<file path="config.mk">
export PLATFORM = sky130hd
export DESIGN_NAME = conv_encoder
export DESIGN_NICKNAME = d
export VERILOG_FILES = /design/src/rtl/conv_encoder.sv
export SDC_FILE = /design/constraint.sdc
export NUM_CORES = 1
export LEC_CHECK = 0
export CAP_MARGIN = 20
export CORE_MARGIN = 2
export CORE_UTILIZATION = 35
export CTS_CLUSTER_SIZE = 28
export DETAILED_ROUTE_END_ITERATION = 7
export GPL_TIMING_DRIVEN = 0
export PLACE_DENSITY = 0.58
export SETUP_SLACK_MARGIN = 0.4
export SKIP_LAST_GASP = 1
export SYNTH_ARGS = -nofsm -noshare
export SYNTH_HDL_FRONTEND = slang
export SYNTH_SLANG_ARGS = --single-unit
</file>
<file path="constraint.sdc">
create_clock -name clk -period 5.3 [get_ports clk]
set_clock_uncertainty 0.05 [all_clocks]
set_input_delay 1.06 -clock clk [delete_from_list [all_inputs] [get_ports clk]]
set_output_delay 1.06 -clock clk [all_outputs]
set_load 0.02 [all_outputs]
</file>
<file path="src/rtl/conv_encoder.sv">
// Rate-1/2, K=4 convolutional encoder with framed valid/ready input and a
// three-bit zero tail that returns the trellis to state 0 after every frame.
module conv_encoder #(
  parameter int unsigned FRAME_LEN = 8,
  parameter logic [3:0]  G0        = 4'b1111,
  parameter logic [3:0]  G1        = 4'b1101
) (
  input  logic       clk,
  input  logic       rst,
  input  logic       enable,
  input  logic       start,
  input  logic       in_bit,
  input  logic       in_valid,
  output logic       in_ready,
  output logic [1:0] out_sym,
  output logic       out_valid,
  input  logic       out_ready,
  output logic       out_last,
  output logic       busy
);

  localparam int unsigned CNT_W    = 8;
  localparam int unsigned TAIL_W   = 2;
  localparam int unsigned TAIL_LEN = 3;

  typedef enum logic [1:0] {IDLE, DATA, TAIL} state_t;

  state_t              state, state_d;
  logic [2:0]          s, s_d;
  logic [CNT_W-1:0]    bit_cnt, bit_cnt_d;
  logic [TAIL_W-1:0]   tail_cnt, tail_cnt_d;
  logic [1:0]          out_sym_d;
  logic                out_valid_d, out_last_d;
  logic                slot, accept;

  // Code symbol {c1,c0} for window {s[2],s[1],s[0],din}.
  function automatic logic [1:0] encode(input logic [2:0] sr, input logic din);
    logic [3:0] w;
    w = {sr, din};
    return {^(w & G1), ^(w & G0)};
  endfunction

  assign slot     = !out_valid || out_ready;
  assign in_ready = enable && (state == DATA) && slot;
  assign accept   = in_ready && in_valid;
  assign busy     = (state != IDLE);

  always_comb begin
    state_d     = state;
    s_d         = s;
    bit_cnt_d   = bit_cnt;
    tail_cnt_d  = tail_cnt;
    out_sym_d   = out_sym;
    out_valid_d = out_valid;
    out_last_d  = out_last;

    if (!enable) begin
      // Synchronous abort: drop any partial frame and the pending symbol.
      state_d     = IDLE;
      s_d         = 3'b000;
      bit_cnt_d   = '0;
      tail_cnt_d  = '0;
      out_valid_d = 1'b0;
      out_last_d  = 1'b0;
    end else begin
      if (slot) begin
        out_valid_d = 1'b0;
        out_last_d  = 1'b0;
      end
      unique case (state)
        IDLE: begin
          if (start) begin
            state_d    = DATA;
            s_d        = 3'b000;
            bit_cnt_d  = '0;
            tail_cnt_d = '0;
          end
        end
        DATA: begin
          if (accept) begin
            out_sym_d   = encode(s, in_bit);
            out_valid_d = 1'b1;
            s_d         = {s[1:0], in_bit};
            bit_cnt_d   = bit_cnt + CNT_W'(1);
            if (bit_cnt == CNT_W'(FRAME_LEN - 1)) state_d = TAIL;
          end
        end
        TAIL: begin
          if (slot) begin
            out_sym_d   = encode(s, 1'b0);
            out_valid_d = 1'b1;
            s_d         = {s[1:0], 1'b0};
            tail_cnt_d  = tail_cnt + TAIL_W'(1);
            if (tail_cnt == TAIL_W'(TAIL_LEN - 1)) begin
              out_last_d = 1'b1;
              state_d    = IDLE;
            end
          end
        end
        default: state_d = IDLE;
      endcase
    end
  end

  always_ff @(posedge clk or negedge rst) begin
    if (!rst) begin
      state     <= IDLE;
      s         <= 3'b000;
      bit_cnt   <= '0;
      tail_cnt  <= '0;
      out_sym   <= 2'b00;
      out_valid <= 1'b0;
      out_last  <= 1'b0;
    end else begin
      state     <= state_d;
      s         <= s_d;
      bit_cnt   <= bit_cnt_d;
      tail_cnt  <= tail_cnt_d;
      out_sym   <= out_sym_d;
      out_valid <= out_valid_d;
      out_last  <= out_last_d;
    end
  end

endmodule

</file>
# == Word-level counts from Yosys, hierarchy flattened ==
# Cells that the tools add are included.
# W data, S select, Z words.
# word_totals
out_inout_bits,6
in_bits,7
regBits,19
elab_cells,73
# classes
n_mux,33
n_eq_ne,14
addsub,2
reduce_logical,17
# op_table
op,n
$mux W8,3
$mux W2,11
$pmux W8 S2,1
$reduce_xor A4 Y1,4
$mux W3,4
$ne A3 B3 Y1 const B,4
$mux W1,9
$pmux W3 S3,1
$add A8 B1 Y8 const B,1
$eq A8 B3 Y1 const B,1
$pmux W2 S2,2
$reduce_and A4 Y1,2
$ne A3 B1 Y1 const B,2
$pmux W2 S3,1
$reduce_and A3 Y1,2
$reduce_and A5 Y1,1
$eq A2 B2 Y1 const B,2
$ne A2 B2 Y1 const B,2
$ne A4 B1 Y1 const B,1
$reduce_bool A2 Y1,2
$logic_and A1 B1 Y1,3
$ne A3 B2 Y1 const B,1
$add A2 B1 Y2 const B,1
$eq A2 B1 Y1 const B,1
other kinds (4),4

# == Depth between registers and ports, before layout ==
# Gate-level depths: netlist (run 1).
# logic_depth
word_depth,7
mapped_depth,7
mapped_depth_nobuf,6

# == Worst setup path before layout (run 1) ==
# No wires, ideal clock.
# synth_timing
path_type,in2out
start,in out_ready
end,out in_ready
required_time_ps,4190
path_buffers,1
t_arrival_ps,1615
slack_ps,2575
stages,3
path_cell_list,nand2b_1 clkbuf_1 and3_1
# synth_between
elab_chain_cells,2
# synth_rtl
element,line,text
from (decl),17,"input logic out_ready,"
$logic_or A1 B1 Y1,43,assign slot = !out_valid || out_ready;
$logic_and A1 B1 Y1,44,assign in_ready = enable && (state == DATA) && slot;
to (decl),14,"output logic in_ready,"
# Every way passes these cells.

# == Final worst setup path (run 1) ==
# Same ends and word-level chain as after synthesis.

==> results of run 1 <==
==> logic make-up after synthesis <==
kind of cell,Yosys count,share of synthesized area (%)
simple gates,56,26.6
compound gates,24,14.3
fa+ha+maj,6,6.12
flops,19,38.8
mux,9,7.45
xor+xnor,3,2.14
buf+inv,11,4.59
==> layout make-up <==
cell class | count | area (um2)
clock buffers | 3 | 22.5
well taps | 46 | 57.6
inverters | 5 | 18.8
clock inverters | 1 | 5.00
flip-flops and latches | 19 | 475
repair buffers | 12 | 120
multi-input cells | 98 | 694
fillers | 347 | 1930
plain buffers | 6 | 37.5
==> cells in the final DEF, fill, tap and decap left out <==
master           netlist  layout
a2111o_1               1       1
a211o_1                1       1
a21boi_0               3       3
a21boi_1               4       4
a21oi_1                1       1
a22oi_1                1       1
and2_1                 3       3
and3_1                 2       2
and3b_4                1       1
and4_1                 3       3
buf_6                  2       2
clkbuf_1               4       4
clkbuf_4               0       3
clkdlybuf4s50_1        0      12
clkinv_2               0       1
dfrtp_1               19      19
ha_1                   6       6
inv_1                  5       5
mux2_2                 1       1
mux2i_1                8       8
nand2_1               15      15
nand2b_1               4       4
nand3_1                6       6
nand3b_1               2       2
nand4_1                2       2
nor2_1                 1       1
nor2b_1                4       4
nor3_1                 4       4
nor3b_1                3       3
nor4b_1                1       1
o211a_1                2       2
o211ai_1               1       1
o21a_1                 1       1
o21ai_0                5       5
o31ai_1                4       4
or4_1                  5       5
xnor2_1                2       2
xor2_1                 1       1
==> path summary, 6_finish.rpt <==
path                               to  depth (start not counted)
setup / recovery             in_ready                          5
hold / removal             out_sym[0]                          1
setup reg to reg             state[0]                          7
hold reg to reg            out_sym[0]                          1
max in group asynchronous  bit_cnt[4]                          1
min in group asynchronous  bit_cnt[2]                          1
==> where the power goes <==
part / switching (W) / internal [W]
clock: 0.0000497 / 0.0000281
sequential: 0.0000120 / 0.000158
combinational: 0.000101 / 0.0000827
==> synthesized netlist by cell type (3+ instances only) <==
cell      instances
dfrtp_1          19
nand2_1          15
mux2i_1           8
ha_1              6
nand3_1           6
inv_1             5
o21ai_0           5
or4_1             5
a21boi_1          4
clkbuf_1          4
nand2b_1          4
nor2b_1           4
nor3_1            4
o31ai_1           4
a21boi_0          3
and2_1            3
and4_1            3
nor3b_1           3
==> sequential cells by signal, summed over array words and instances, names as in the netlist <==
register / flops
tail_cnt: 2
s: 3
state: 2
out_sym: 2
out_valid: 1
bit_cnt: 8
out_last: 1
==> metrics by stage <==
step | worst slack, ps | area [um2] | utilization [%]
5_1_grt | 1420 | 1430 | 42.6
4_1_cts | 1440 | 1430 | 42.6
6_report | 1450 | 1430 | 42.6
3_3_place_gp | 1450 | 1400 | 41.7
2_1_floorplan | 2570 | 1230 | -
3_5_place_dp | 1450 | 1400 | 41.7
==> per-layer routing <==
metal / GRT usage [%] / share of wire [%]
met1: 16.2 / 46
met2: 23.8 / 50
met3: 3.04 / 2.6
met4: 4.08 / 0.52
met5: 0 / 0
==> worst reg2reg max path: cells and delay by family (launching register included) <==
kind | cells | cell delay, ps
adder cells (fa/ha/maj) | 1 | 210
AO/OA/AOI/OAI | 1 | 280
buffers and inverters | 2 | 240
AND/OR/NAND/NOR | 3 | 850
flip-flops | 1 | 440
==> results.yml, run 1 <==
run_status:
  status: "completed"
synth:
  synth_top_area_cell: "dfrtp_1"
  ys_top_cells_by_area: "dfrtp_1 (39%), mux2i_1 (6.5%), ha_1 (6.1%), nand2_1 (4.6%), or4_1 (3.1%)"
  synth_cell_types: 35
  syn_avg_cell_area_um2: 9.58
  synth-seq-cells: 19
  synth_nets: 141
  synth_ff_type: "dfrtp_1"
  syn-cell-area_mm2: 0.00123
  async_flop_share_pct: 100
  synthCells: 128
  yosys_warnings: 0
  synth_top_area_share_pct: 38.8
  synth_edf_count: 0
  ys_seq_area_share_pct: 38.8
clock_network:
  cts_buffers: 3
  cts-htree-levels: 1
  cts-root-buf: "clkbuf_4"
  hold_buffers: 0
  clock_sinks: 19
  cts_tree: "yes"
  cts_setup_buffers: 0
  cts.reportedPaths.clkPinSlew_ps: 120
  post_cts_resized: 0
  cts.path.max_buffers: 2
  worst_skew_pair.late_latency_ps: 300
setup_path:
  slowest_stage: "clkdlybuf4s50_1"
  cp_slowest_stage_delay_ps: 610
  critical_path_class: "in2out"
  r2r-start: "state[0]"
  ff2ff_setup_slack_ps: 3110
  path_cells: "clkdlybuf4s50_1 -> nand2b_1 -> clkbuf_1 -> and3_1 -> clkdlybuf4s50_1"
  crit_arrival_ps: 2740
  cp_max_fo: 7
  worstPathRequired_ps: 4190
  cpLargestDelayFamily: "buffers and inverters"
  start_kind: "input pin"
  cp-end-kind: "primary output"
  critPathMostFrequentCell: "clkdlybuf4s50_1"
  cp.buffers_inverters: 3
  startpoint: "out_ready"
timing:
  worst_pin_slew_ps: 888
  fin_crit_sh_pct: 72.6
  holdWs_ps: 474
  final_max_slew_viol_count: 0
  fin_setup_tns_ps: 0
  fmax_mhz: 260
  min_period_ps: 3850
  maxSlewHeadroom_pct: 40.6
  hold_viol: 0
  setup_viol: 0
  rsz0062_at_grt: "false"
layout:
  nNetsFinal: 158
  syn_to_final_growth_pct: 16.7
  diodes: 0
  drive_above_1_share_pct: 5.56
  final_cells: 190
grt:
  grt_max_degree: 20
  grt_pass1_vias: 986
  gr-total-overflow: 0
  grt_usage_pct: 13.4
  grt_pass1_wl_um: 4330
  antenna_found_initial: 0
route:
  dr.pass1.iters: 4
  vias_per_cell: 5.18
  routedWlPerCell_um: 13.2
  drt_iter0_drc: 41
  antenna_left: 0
  drc: 0
  routed-via-count: 985
  drt-total-wl_um: 2520
job:
  max_cap_violations: 0
power_and_ir_drop:
  cellPowerDensity_mw_per_mm2: 302
  p_leak_nw: 0.615
  p_total_w: 0.000432
  vdd_drop_max_mv: 0.150
placement:
  place_congestion: 0.820
  dp_hpwl_um: 1920
  io_buffers: 12
  dp_cells: 186
min_path:
  worst_hold_path_type: "reg2reg"
  min_from: "out_sym[0]"
die:
  initial_core_util_pct: 36.5
  die_w_um: 63.2
  core-area_mm2: 0.00336
  fp-row-count: 21
  die_h_um: 63.2
  pin_count: 13
  die-area_mm2: 0.00399
(Power assumes the default switching activity.)
==> run 2: changes to the inputs <==
--- a/config.mk
+++ b/config.mk
@@ -11,7 +11,7 @@
 export CTS_CLUSTER_SIZE = 28
 export DETAILED_ROUTE_END_ITERATION = 7
 export GPL_TIMING_DRIVEN = 0
-export PLACE_DENSITY = 0.58
+export PLACE_DENSITY = 0.6
 export SETUP_SLACK_MARGIN = 0.4
 export SKIP_LAST_GASP = 1
 export SYNTH_ARGS = -nofsm -noshare
==> constraint.sdc (replaced) <==
create_clock -name clk -period 3.5 [get_ports clk]
set_clock_uncertainty 0.05 [all_clocks]
set_input_delay 0.7 -clock clk [delete_from_list [all_inputs] [get_ports clk]]
set_output_delay 0.7 -clock clk [all_outputs]
set_load 0.02 [all_outputs]
==> results.yml, run 2 (synthesis results as in run 1) <==
setup_path:
  cpLargestDelayFamily: "buffers and inverters"
  path_cells: "clkdlybuf4s50_1 -> nand2b_1 -> clkbuf_2 -> and3_1 -> clkdlybuf4s50_1"
  crit_arrival_ps: 2260
  critPathMostFrequentCell: "clkdlybuf4s50_1"
  slowest_stage: "clkdlybuf4s50_1"
  cp_slowest_stage_delay_ps: 600
  rr_worst_depth: 7
  cp-end-kind: "primary output"
  r2r-start: "state[0]"
  timing.rr.end: "state[0]"
  worstPathRequired_ps: 2750
  critical_path_class: "in2out"
  start_kind: "input pin"
  cp_max_fo: 7
  cp.buffers_inverters: 3
  ff2ff_setup_slack_ps: 1310
route:
  routed-via-count: 998
  routedWlPerCell_um: 13.6
  dr.pass1.iters: 4
  drt_iter0_drc: 90
  drt-total-wl_um: 2580
  vias_per_cell: 5.25
  antenna_left: 0
  drc: 0
placement:
  io_buffers: 12
  post_dp_cell_area_mm2: 0.00140
  dp_cells: 186
  place_congestion: 0.828
  pre_cts_slack_ps: 362
  dp_hpwl_um: 1900
layout:
  nNetsFinal: 158
  seq_area_um2: 475
  drive_above_1_share_pct: 6.25
  final_cells: 190
  regMostFlops: "bit_cnt"
  largest_reg_flops: 8
  multi_input_area_um2: 694
  diodes: 0
  fin_util_pct: 42.6
  final_common_cell: "dfrtp_1"
  syn_to_final_growth_pct: 16.8
  fill_cells: 367
  most-common-layout-cells: "dfrtp_1 (19), nand2_1 (15), clkdlybuf4s50_1 (12)"
  reg_top3: "bit_cnt x8, s x3"
  fin_area_mm2: 0.00143
clock_network:
  clock_sinks: 19
  cts_setup_buffers: 0
  cts-htree-levels: 1
  cts.reportedPaths.clkPinSlew_ps: 110
  post_cts_resized: 2
  cts_buffers: 3
  hold_buffers: 0
  cts_tree: "yes"
  cts-root-buf: "clkbuf_4"
  worst_skew_pair.late_latency_ps: 300
  cts.path.max_buffers: 2
timing:
  fin_crit_sh_pct: 85.9
  final_max_slew_viol_count: 0
  fin_ws_ps: 492
  maxSlewHeadroom_pct: 39.8
  min_period_ps: 3010
  fmax_mhz: 332
  rsz0062_at_grt: "false"
  setup_viol: 0
  hold_viol: 0
  worst_pin_slew_ps: 900
  fin_setup_tns_ps: 0
grt:
  grt_usage_pct: 14.6
  antenna_found_initial: 0
  grt_pass1_wl_um: 4580
  grt_max_degree: 20
  gr-total-overflow: 0
  grt_pass1_vias: 1001
power_and_ir_drop:
  cellPowerDensity_mw_per_mm2: 453
  switching_share_pct: 36.9
  seqPwrFrac_pct: 39.6
  p_comb_share_pct: 42.7
  internal_power_w: 0.000410
  p_leak_nw: 0.618
  vdd_drop_max_mv: 0.221
  power.switching_w: 0.000239
  clkPwrFrac_pct: 17.7
min_path:
  min_from: "out_sym[1]"
  worst_hold_path_type: "reg2reg"
  min_path_cells: 2
  hold_end: "out_sym[1]"
die:
  die_h_um: 63.2
  initial_core_util_pct: 36.5
  die-area_mm2: 0.00399
  die_w_um: 63.2
  core-area_mm2: 0.00336
  fp-row-count: 21
  pin_count: 13
job:
  max_cap_violations: 0
run_status:
  status: "completed"
-- run 2: cell types whose count changed in the layout (fill, tap and decap cells not counted) --
cell	change
clkinv_2	-1
clkbuf_2	+2
clkbuf_1	-1
-- run 2: worst max path at each step --
stage / end / cells past startpoint / from / slack [ps]
final: in_ready / 5 / out_ready / 490
after global routing: in_ready / 5 / state[1] / 400
after CTS: in_ready / 5 / out_ready / 480
after detailed placement: in_ready / 5 / out_ready / 360
after global placement: in_ready / 5 / out_ready / 380
after floorplan: state[0] / 7 / state[0] / 1470
-- run 2: power groups by stage --
stage / Sequential [W] / Combinational [W] / Clock [W]
CTS: 0.000258 / 0.000279 / 0.000122
global route: 0.000260 / 0.000305 / 0.000129
detailed placement: 0.000262 / 0.000278 / 0
finish: 0.000257 / 0.000277 / 0.000115
global placement: 0.000262 / 0.000273 / 0
floorplan: 0.000273 / 0.000174 / 0
-- run 2: area by class of cell --
cell class | instances | area share (%)
plain buffers | 6 | 2.79
inverters | 5 | 1.31
repair buffers | 12 | 8.38
flip-flops and latches | 19 | 33.2
well taps | 46 | 4.02
clock buffers | 4 | 1.83
multi-input cells | 98 | 48.5
-- run 2: through the flow --
stage,hold WS (ps),power [W]
finish,450,0.000649
global route,505,0.000694
CTS,463,0.000659
detailed placement,436,0.000540
global placement,421,0.000535
floorplan,354,0.000447
-- run 2: metal layers --
metal	GRT usage (%)	wire, um	up-vias
li1	-	-	501
met1	17.4	1180	484
met2	26.1	1300	11
met3	3.93	77	2
met4	3.26	19	0
met5	0	0	-
-- run 2: worst min-delay path: stages, from the launching register on --
cell and delay (ps):
dfrtp_1 360, nand2_1 40, o21ai_0 60
==> run 3: changes to the inputs <==
--- a/config.mk
+++ b/config.mk
@@ -10,7 +10,6 @@
 export CORE_UTILIZATION = 35
 export CTS_CLUSTER_SIZE = 28
 export DETAILED_ROUTE_END_ITERATION = 7
-export GPL_TIMING_DRIVEN = 0
 export PLACE_DENSITY = 0.6
 export SETUP_SLACK_MARGIN = 0.4
 export SKIP_LAST_GASP = 1
==> results.yml, run 3 (synthesis results as in run 1) <==
power_and_ir_drop:
  vdd_drop_max_mv: 0.220
  p_leak_nw: 0.600
  cellPowerDensity_mw_per_mm2: 455
min_path:
  worst_hold_path_type: "reg2reg"
  min_path_cells: 2
placement:
  pre_cts_slack_ps: 493
  dp_hpwl_um: 1830
  place_congestion: 0.805
  io_buffers: 12
grt:
  antenna_found_initial: 0
  gr-total-overflow: 0
  grt_pass1_vias: 963
  grt_max_degree: 21
  grt_pass1_wl_um: 4370
  grt_usage_pct: 13.6
setup_path:
  cp.buffers_inverters: 2
  worstPathRequired_ps: 2750
  crit_arrival_ps: 2250
  critical_path_class: "in2out"
  rr_worst_depth: 6
  start_kind: "input pin"
  cp_max_fo: 7
  cp-end-kind: "primary output"
  critPathMostFrequentCell: "clkdlybuf4s50_1"
  path_cells: "clkdlybuf4s50_1 -> nand2b_1 -> and3_1 -> clkdlybuf4s50_1"
  worst-path-stages: 4
  cpLargestDelayFamily: "buffers and inverters"
  cp_slowest_stage_delay_ps: 600
  slowest_stage: "clkdlybuf4s50_1"
route:
  antenna_left: 0
  dr.pass1.iters: 4
  drc: 0
  vias_per_cell: 5.37
  routedWlPerCell_um: 13.1
  drt-total-wl_um: 2430
  routed-via-count: 994
  drt_iter0_drc: 30
job:
  max_cap_violations: 0
clock_network:
  cts.reportedPaths.clkPinSlew_ps: 100
  worst_skew_pair.late_latency_ps: 290
  cts_setup_buffers: 0
  hold_buffers: 0
  clock_sinks: 19
  cts-htree-levels: 1
  cts.path.max_buffers: 2
  cts-root-buf: "clkbuf_4"
  cts_buffers: 3
  post_cts_resized: 0
  cts_tree: "yes"
layout:
  fill_cells: 371
  diodes: 0
  fin_util_pct: 41.6
  regMostFlops: "bit_cnt"
  nNetsFinal: 153
  most-common-layout-cells: "dfrtp_1 (19), nand2_1 (15), clkdlybuf4s50_1 (12)"
  drive_above_1_share_pct: 4.32
  syn_to_final_growth_pct: 14.2
  final_common_cell: "dfrtp_1"
  largest_reg_flops: 8
  reg_top3: "bit_cnt x8, s x3"
die:
  pin_count: 13
  die-area_mm2: 0.00399
  initial_core_util_pct: 36.5
  die_h_um: 63.2
  die_w_um: 63.2
  core-area_mm2: 0.00336
  fp-row-count: 21
timing:
  setup_viol: 0
  fmax_mhz: 333
  min_period_ps: 3000
  rsz0062_at_grt: "false"
  fin_setup_tns_ps: 0
  fin_ws_ps: 496
  maxSlewHeadroom_pct: 41.3
  final_max_slew_viol_count: 0
  fin_crit_sh_pct: 85.8
  worst_pin_slew_ps: 878
  hold_viol: 0
run_status:
  status: "completed"
-- run 3: changes by cell type in the layout (fill, tap and decap cells not counted) --
cell      previous run  this run
clkbuf_1             3         1
clkbuf_2             2         0
buf_4                0         1
buf_6                2         0
-- run 3: metrics by stage --
step / total power (W) / hold WS, ps / std cells / instance area (um2)
after global routing: 0.000685 / 507 / 185 / 1400
after CTS: 0.000651 / 455 / 185 / 1400
after detailed placement: 0.000534 / 431 / 181 / 1370
after global placement: 0.000526 / 427 / 181 / 1370
final: 0.000637 / 454 / 185 / 1400
after floorplan: 0.000447 / 354 / 128 / 1230
-- run 3: worst register-to-register path: stages, from the launching register on --
cell	delay [ps]
dfrtp_1	390
inv_1	110
ha_1	420
mux2i_1	240
and2_1	320
or4_1	490
a21boi_1	160
-- run 3: report_power, final --
group	internal (W)	total [W]	switching, W
registers	0.000240	0.000259	0.0000189
clock network	0.0000443	0.000110	0.0000658
logic	0.000120	0.000268	0.000148
-- run 3: area by class of cell --
type | instances | area [um2] | area share (%)
Multi-Input combinational cell | 98 | 694 | 49.6
Sequential cell | 19 | 475 | 34.0
Timing Repair Buffer | 13 | 128 | 9.12
Tap cell | 46 | 57.6 | 4.11
Clock buffer | 4 | 26.3 | 1.88
Inverter | 5 | 18.8 | 1.34
-- run 3: path summary, 6_finish.rpt --
check,startpoint,endpoint,slack (ps)
worst max-delay path,out_ready,in_ready,500
worst min-delay path,out_sym[1],out_sym[1],450
worst max register to register,state[1],bit_cnt[3],1270
worst min register to register,out_sym[1],out_sym[1],450
max in group asynchronous,rst,out_sym[1],2020
min in group asynchronous,rst,bit_cnt[3],840
-- run 3: layer usage --
layer,up-vias,wire length (um),track usage [%]
met5,-,0,0
met2,19,1250,24.2
li1,486,-,-
met3,2,94,3.93
met4,0,13,1.63
met1,487,1070,16.6
